**src/rtl/alu_flag_writeback.sv**
```systemverilog
// ALU writeback stage: owns the condition-code register, evaluates the condition field and
// queues register writebacks through a 2-entry in-order valid/ready buffer.
module alu_flag_writeback #(
  parameter int unsigned DATA_W = 32,
  parameter int unsigned REG_AW = 4
) (
  input  logic              clk,
  input  logic              reset,
  input  logic              flush,
  input  logic              in_valid,
  output logic              in_ready,
  input  logic [DATA_W-1:0] alu_y,
  input  logic [3:0]        alu_flags,
  input  logic              set_flags,
  input  logic [3:0]        cond,
  input  logic              wr_req,
  input  logic [REG_AW-1:0] rd,
  output logic              out_valid,
  input  logic              out_ready,
  output logic              wb_en,
  output logic [DATA_W-1:0] wb_data,
  output logic [REG_AW-1:0] wb_rd,
  output logic              wb_pass,
  output logic [3:0]        ccr
);

  typedef struct packed {
    logic [DATA_W-1:0] y;
    logic [REG_AW-1:0] rd;
    logic              wr;
    logic              pass;
  } entry_t;

  typedef enum logic [1:0] {
    EMPTY = 2'd0,
    ONE   = 2'd1,
    FULL  = 2'd2
  } state_t;

  state_t     state_q, state_d;
  entry_t     head_q, head_d, tail_q, tail_d, in_entry;
  logic [3:0] ccr_q, ccr_d;
  logic       pass_c, push, pop;
  logic       f_c, f_z, f_n, f_v;

  assign {f_c, f_z, f_n, f_v} = ccr_q;

  // Condition outcome against the CCR as it stands this cycle
  always_comb begin
    pass_c = 1'b0;
    case (cond)
      4'h0: pass_c = f_z;
      4'h1: pass_c = !f_z;
      4'h2: pass_c = f_c;
      4'h3: pass_c = !f_c;
      4'h4: pass_c = f_n;
      4'h5: pass_c = !f_n;
      4'h6: pass_c = f_v;
      4'h7: pass_c = !f_v;
      4'h8: pass_c = f_c && !f_z;
      4'h9: pass_c = !f_c || f_z;
      4'hA: pass_c = (f_n == f_v);
      4'hB: pass_c = (f_n != f_v);
      4'hC: pass_c = !f_z && (f_n == f_v);
      4'hD: pass_c = f_z || (f_n != f_v);
      4'hE: pass_c = 1'b1;
      default: pass_c = 1'b0;
    endcase
  end

  assign in_ready  = (state_q != FULL) && !flush;
  assign out_valid = (state_q != EMPTY);
  assign push      = in_valid && in_ready;
  assign pop       = out_valid && out_ready;

  always_comb begin
    in_entry      = '0;
    in_entry.y    = alu_y;
    in_entry.rd   = rd;
    in_entry.wr   = wr_req;
    in_entry.pass = pass_c;
  end

  // Buffer occupancy FSM plus CCR update
  always_comb begin
    state_d = state_q;
    head_d  = head_q;
    tail_d  = tail_q;
    ccr_d   = ccr_q;
    if (push && pass_c && set_flags) ccr_d = alu_flags;
    case (state_q)
      EMPTY: begin
        if (push) begin
          head_d  = in_entry;
          state_d = ONE;
        end
      end
      ONE: begin
        if (push && pop) begin
          head_d = in_entry;
        end else if (push) begin
          tail_d  = in_entry;
          state_d = FULL;
        end else if (pop) begin
          state_d = EMPTY;
        end
      end
      FULL: begin
        if (pop) begin
          head_d  = tail_q;
          state_d = ONE;
        end
      end
      default: state_d = EMPTY;
    endcase
    if (flush) state_d = EMPTY;
  end

  always_ff @(posedge clk) begin
    if (reset) begin
      state_q <= EMPTY;
      head_q  <= '0;
      tail_q  <= '0;
      ccr_q   <= '0;
    end else begin
      state_q <= state_d;
      head_q  <= head_d;
      tail_q  <= tail_d;
      ccr_q   <= ccr_d;
    end
  end

  assign wb_data = head_q.y;
  assign wb_rd   = head_q.rd;
  assign wb_pass = head_q.pass;
  assign wb_en   = out_valid && head_q.pass && head_q.wr;
  assign ccr     = ccr_q;

endmodule

```
**config.mk**
```make
export PLATFORM = sky130hd
export DESIGN_NAME = alu_flag_writeback
export DESIGN_NICKNAME = d
export VERILOG_FILES = /design/src/rtl/alu_flag_writeback.sv
export SDC_FILE = /design/constraint.sdc
export NUM_CORES = 1
export LEC_CHECK = 0
export ABC_AREA = 0
export CAP_MARGIN = 15
export CORE_MARGIN = 1
export CORE_UTILIZATION = 27
export DETAILED_ROUTE_END_ITERATION = 16
export GPL_ROUTABILITY_DRIVEN = 0
export PLACE_DENSITY = 0.48
export SLEW_MARGIN = 20
export SYNTH_ARGS = -nofsm -noshare
export SYNTH_HDL_FRONTEND = slang
export SYNTH_SLANG_ARGS = --single-unit
export TNS_END_PERCENT = 50
```
**constraint.sdc**
```tcl
create_clock -name clk -period 2.65 [get_ports clk]
set_input_delay 0.265 -clock clk [delete_from_list [all_inputs] [get_ports clk]]
set_output_delay 0.265 -clock clk [all_outputs]
set_load 0.02 [all_outputs]
```
==> results.yml <==
drt:
  vias: 3042
  drt_iter0_drc: 124
  dr.pass1.iters: 4
  drtAntennaViolNets: 0
  drt-vias-per-instance: 4.55
  wl_per_cell_um: 13.7
  drcViolationCount: 0
  drt_wl_total_um: 9150
finish:
  seq_area_um2: 1640
  antennaDiodeCount: 0
  multi_input_area_um2: 1770
  final_common_cell: "clkdlybuf4s50_1"
  layout.nets: 535
  syn2layout_area_growth_pct: 28.8
  mostFrequentLayoutCells: "93 x clkdlybuf4s50_1, 82 x dfxtp_1, 76 x nand2_1"
  final_cells: 668
  n_fill_cell: 1428
  drive_above_1_share_pct: 6.76
timing:
  fmax_mhz: 484
  finalSetupViolations: 0
  period_share_pct: 77.9
  final_max_slew_viol_count: 0
  hold_viol: 0
  rsz0062_at_grt: "false"
  tns_ns: 0
  finClkSkew_ns: 0.00577
  min_period_ns: 2.07
  worst_slack_ns: 0.585
  slew_headroom_pct: 67.8
  fin_hold_ws_ns: 0.443
  worst_pin_slew_ns: 0.484
clock_tree:
  cts_tree: "yes"
  holdBufCountCts: 0
  clkSinkCount: 82
  clkLatencyLatePin_ns: 0.35
  cts_buffer_depth: 2
  cts_made_buffers: 9
  cts-root-buf: "clkbuf_16"
  post-cts-setup-buffer-count: 0
  path_clk_slew_ns: 0.06
  htree_levels: 3
  ctsResizeCount: 0
grt:
  grt_pass1_vias: 2871
  antenna_found_initial: 0
  track_usage_pct: 13.2
  grt_max_degree: 87
  overflow: 0
  grt_pass1_wl_um: 14900
worst_setup_path:
  path_cells: "or2_2 -> and3_1 -> clkdlybuf4s50_1"
  r2r_start: "state_q[0]$_SDFFE_PP0P_"
  endpoint: "wb_en"
  cp_num_cells: 3
  cp-start-kind: "register"
  worstRegToRegCells: 5
  cpPeakStageDelay_ns: 0.56
  critPathBufInv: 1
  cp-end-kind: "output pin"
  startpoint: "state_q[0]$_SDFFE_PP0P_"
  rr_endpoint: "wb_data[15]$_SDFFE_PP0P_"
  worstPathArrival_ns: 1.80
  path_delay_family: "buffers and inverters"
  cp_data_required_time_ns: 2.38
  reg2reg_slack_ns: 0.74
  cp_max_fo: 8
  path_class: "reg -> out"
  slowest_stage: "clkdlybuf4s50_1"
floorplan:
  dieArea_um2: 14700
  coreArea_um2: 13900
  dieHeight_um: 121
  num_rows: 43
  initial_core_util_pct: 27.6
  die_width_um: 121
  ioPinCount: 95
synth:
  yosysTopAreaCellShare_pct: 42.8
  yosys.area.top_type: "dfxtp_1"
  synth_nets: 491
  synth_enable_flop_cells: 0
  synthCells: 440
  ys_ff_latch: 82
  synth_ff_type: "dfxtp_1"
  synth.area.top_cells: "dfxtp_1 43%, mux2i_1 11%, a211oi_1 7.4%"
  syn-mean-instance-area_um2: 8.72
  syn_area_um2: 3830
  ys_async_sr_fraction_pct: 0
  yosysUniqueCellTypes: 38
  seq_area_frac_synth_pct: 42.8
  yosys_warnings: 0
place:
  dp.cells: 653
  pre_cts_ws_ns: 0.407
  portBuffers: 94
  dp_hpwl_um: 5990
power_and_ir_drop:
  powerDensity_nw_per_um2: 598
  power_leakage_nw: 1.94
  ir_worst_vdd_v: 0.000204
status:
  status: "finished clean"
job:
  max_cap_violations: 0
worst_hold_path:
  hp-class: "in -> reg"
==> Yosys cell counts, types with 2 or more instances <==
| library cell | n |
|---|---|
| and3b_1 | 2 |
| and3_1 | 2 |
| a21oi_1 | 40 |
| buf_2 | 12 |
| nand2_1 | 76 |
| or2b_1 | 2 |
| a211oi_1 | 38 |
| nor3b_1 | 2 |
| xnor2_1 | 2 |
| nor2b_1 | 3 |
| clkbuf_1 | 18 |
| buf_4 | 38 |
| o21ai_1 | 2 |
| dfxtp_1 | 82 |
| buf_6 | 2 |
| nor3_1 | 6 |
| xor2_1 | 2 |
| nand2b_1 | 8 |
| nor2_1 | 42 |
| mux2i_1 | 42 |
| o21ai_0 | 2 |
==> final cells by class <==
type	instances	area share [%]
clock buffers	12	5.19
clock inverters	3	0.304
multi-input cells	288	35.9
flip-flops and latches	82	33.2
well taps	180	4.56
repair buffers	103	20.8
==> registers in the layout, indices dropped and copies added, names as in the netlist <==
signal / cells
ccr: 4
head_q: 1
state_q: 2
tail_q: 38
wb_data: 32
wb_pass: 1
wb_rd: 4
==> metal layers <==
metal  part of all wire (%)  GRT usage, %  wire, um
met5                      0             0         0
met4                    2.4          6.94       216
met3                    4.5          2.82       409
met2                     46          20.9      4200
met1                     47          16.7      4330
==> worst min path at each step <==
stage | from | end | slack [ns] | depth (start not counted)
CTS | reset | tail_q[17]$_SDFFE_PP0P_ | 0.44 | 3
finish | reset | tail_q[17]$_SDFFE_PP0P_ | 0.44 | 3
global route | reset | tail_q[22]$_SDFFE_PP0P_ | 0.46 | 3
global placement | tail_q[18]$_SDFFE_PP0P_ | tail_q[18]$_SDFFE_PP0P_ | 0.44 | 2
floorplan | flush | state_q[0]$_SDFFE_PP0P_ | 0.34 | 1
detailed placement | tail_q[6]$_SDFFE_PP0P_ | tail_q[6]$_SDFFE_PP0P_ | 0.45 | 2
==> worst reg2reg max path, stage by stage (launching register included) <==
cell	delay (ns)
dfxtp_1	0.47
nand2b_2	0.18
buf_4	0.27
buf_4	0.47
mux2i_1	0.16
a211oi_1	0.26
==> per-stage QoR <==
step           instance area [um2]  util [%]  total power (W)
2_1_floorplan                 3830         -          0.00166
3_3_place_gp                  4670      33.6          0.00182
3_5_place_dp                  4670      33.6          0.00183
4_1_cts                       4940      35.6          0.00301
5_1_grt                       4940      35.6          0.00309
6_report                      4940      35.6          0.00296
==> cell families (layout without fill, tap and decap cells) <==
| kind of cell | Yosys count | count (layout) | synth area share, % |
|---|---|---|---|
| flops | 82 | 82 | 42.8 |
| xor+xnor | 4 | 4 | 0.914 |
| mux | 42 | 42 | 11.0 |
| compound gates | 91 | 91 | 16.2 |
| simple gates | 151 | 151 | 17.8 |
| buf+inv | 70 | 118 | 11.4 |
==> where the power goes <==
part	internal (W)	total, W	switching (W)
Clock	0.000676	0.00116	0.000487
Sequential	0.00129	0.00133	0.0000355
Combinational	0.000234	0.000465	0.000230
Total	0.00220	0.00296	0.000752
(Power assumes the default switching activity.)
==> variant, RTL diff (config.mk and constraints unchanged) <==
Change the parameter `REG_AW` from 4 to 6.
--- a/src/rtl/alu_flag_writeback.sv
+++ b/src/rtl/alu_flag_writeback.sv
@@ -2,7 +2,7 @@
 // queues register writebacks through a 2-entry in-order valid/ready buffer.
 module alu_flag_writeback #(
   parameter int unsigned DATA_W = 32,
-  parameter int unsigned REG_AW = 4
+  parameter int unsigned REG_AW = 6
 ) (
   input  logic              clk,
   input  logic              reset,
Interface: changed (resized rd and wb_rd); port bits go from 95 to 99. The function was not compared with the original's and may differ.
==> variant against the original RTL <==
- synthesized area increased by 3.7%
- sequential share of layout area about the same
- wire length fell by 0.57%
- largest power group is now clock
- critical endpoint is now in_ready
- largest cell class unchanged
- sequential cell count is 4 higher
- setup slack worse by 0.20 ns
- total power is 12% higher
- design area increased by 4.8%
- synthesized cell count rose by 3.9%
- maximum frequency shrank 8.7%
==> variant: results (changes against the original RTL) <==
[synth]
yosysUniqueCellTypes=42  ; +11%
syn-num-nets=510  ; +3.9%
synth_seq_area_share_pct=43.3  ; +0.51 points
synth_area_leaders=dfxtp_1, mux2i_1, a211oi_1
synthCells=457  ; +3.9%
synth_commonest_cells=dfxtp_1, nand2_1, mux2i_1

[routing]
drt_iter0_markers=108  ; -13%
vias=3118  ; +2.5%
routed_wl_mm=9.10  ; -0.57%

[final_layout]
largest_reg_flops=40  ; +5.3%
fin_area_mm2=0.00517  ; +4.8%
nets=554  ; +3.6%
drive_above_1_share_pct=8.10  ; +1.3 points
nFillCells=1455  ; +1.9%

[run_status]
outcome=finished, final reports clean

[global_routing]
grt_pass1_wl_mm=14.7  ; -1.4%
grt_usage_pct=12.7  ; -0.43 points
grt_max_degree=71  ; -18%
grt_pass1_vias=2951  ; +2.8%

[power]
ir_drop_v=0.000289  ; +42%
power.leakage_nw=2.02  ; +4.1%

[placement]
io_buffers=98  ; +4.3%
dp_slack_ns=0.192  ; -0.215 ns
dp_hpwl_mm=6.13  ; +2.3%
placed_cell_area_mm2=0.00484  ; +3.6%

[sta]
clock_skew_ns=0.00683  ; +0.00106 ns
relSlewSlack_pct=50.9  ; -17 points

[min_path]
hold_path.class=flop to flop
hold_depth=2  ; -1

[worst_setup_path]
cp_max_fo=10  ; +2
worstPathArrival_ns=2.00  ; +0.20 ns

variant: cell types whose count changed after synthesis, sizes merged, moves of 3 or more:
cell,delta
nand2b,-7
nand4b,+3
a21oi,+4
or2b,+6
buf,-3
clkbuf,+6
nand2,+4
dfxtp,+4
nor3,-4
or4b,+3
variant: logic make-up after synthesis:
family	share of synthesized area [%]
AO/OA/AOI/OAI	15.6
multiplexers	11.1
XOR/XNOR	0.661
AND/OR/NAND/NOR	17.9
buffers and inverters	11.4
flip-flops	43.3
variant: cell type report:
class                           count  area share (%)
Clock buffer                       11            4.50
Timing Repair Buffer              107            20.7
Clock inverter                      5            2.06
Multi-Input combinational cell    296            35.1
Inverter                            1          0.0725
Sequential cell                    86            33.3
Tap cell                          180            4.35
variant: power breakdown:
part,total [mW],switching (mW),internal (mW)
sequential,1.39,0.0348,1.36
clock,1.43,0.508,0.925
combinational,0.477,0.236,0.241
total,3.30,0.779,2.52
variant: final timing paths:
check                                             start                 endpoint  slack (ns)
worst max-delay path            state_q[0]$_SDFFE_PP0P_                 in_ready        0.39
worst min-delay path            tail_q[34]$_SDFFE_PP0P_  tail_q[34]$_SDFFE_PP0P_        0.45
worst max register to register  state_q[0]$_SDFFE_PP0P_      ccr[1]$_SDFFE_PP0P_        0.73
worst min register to register  tail_q[34]$_SDFFE_PP0P_  tail_q[34]$_SDFFE_PP0P_        0.45
variant: critical path, stage by stage, from the launching register on:
cell and delay (ns):
dfxtp_1 0.48, nand2b_2 0.38, nor2b_1 0.18, clkdlybuf4s50_1 0.62
variant: per-layer routing:
metal | global-route usage (%) | wire length (um)
met5 | 0 | 0
met1 | 15.7 | 4170
met2 | 19.8 | 4120
met4 | 5.87 | 170
met3 | 4.43 | 642
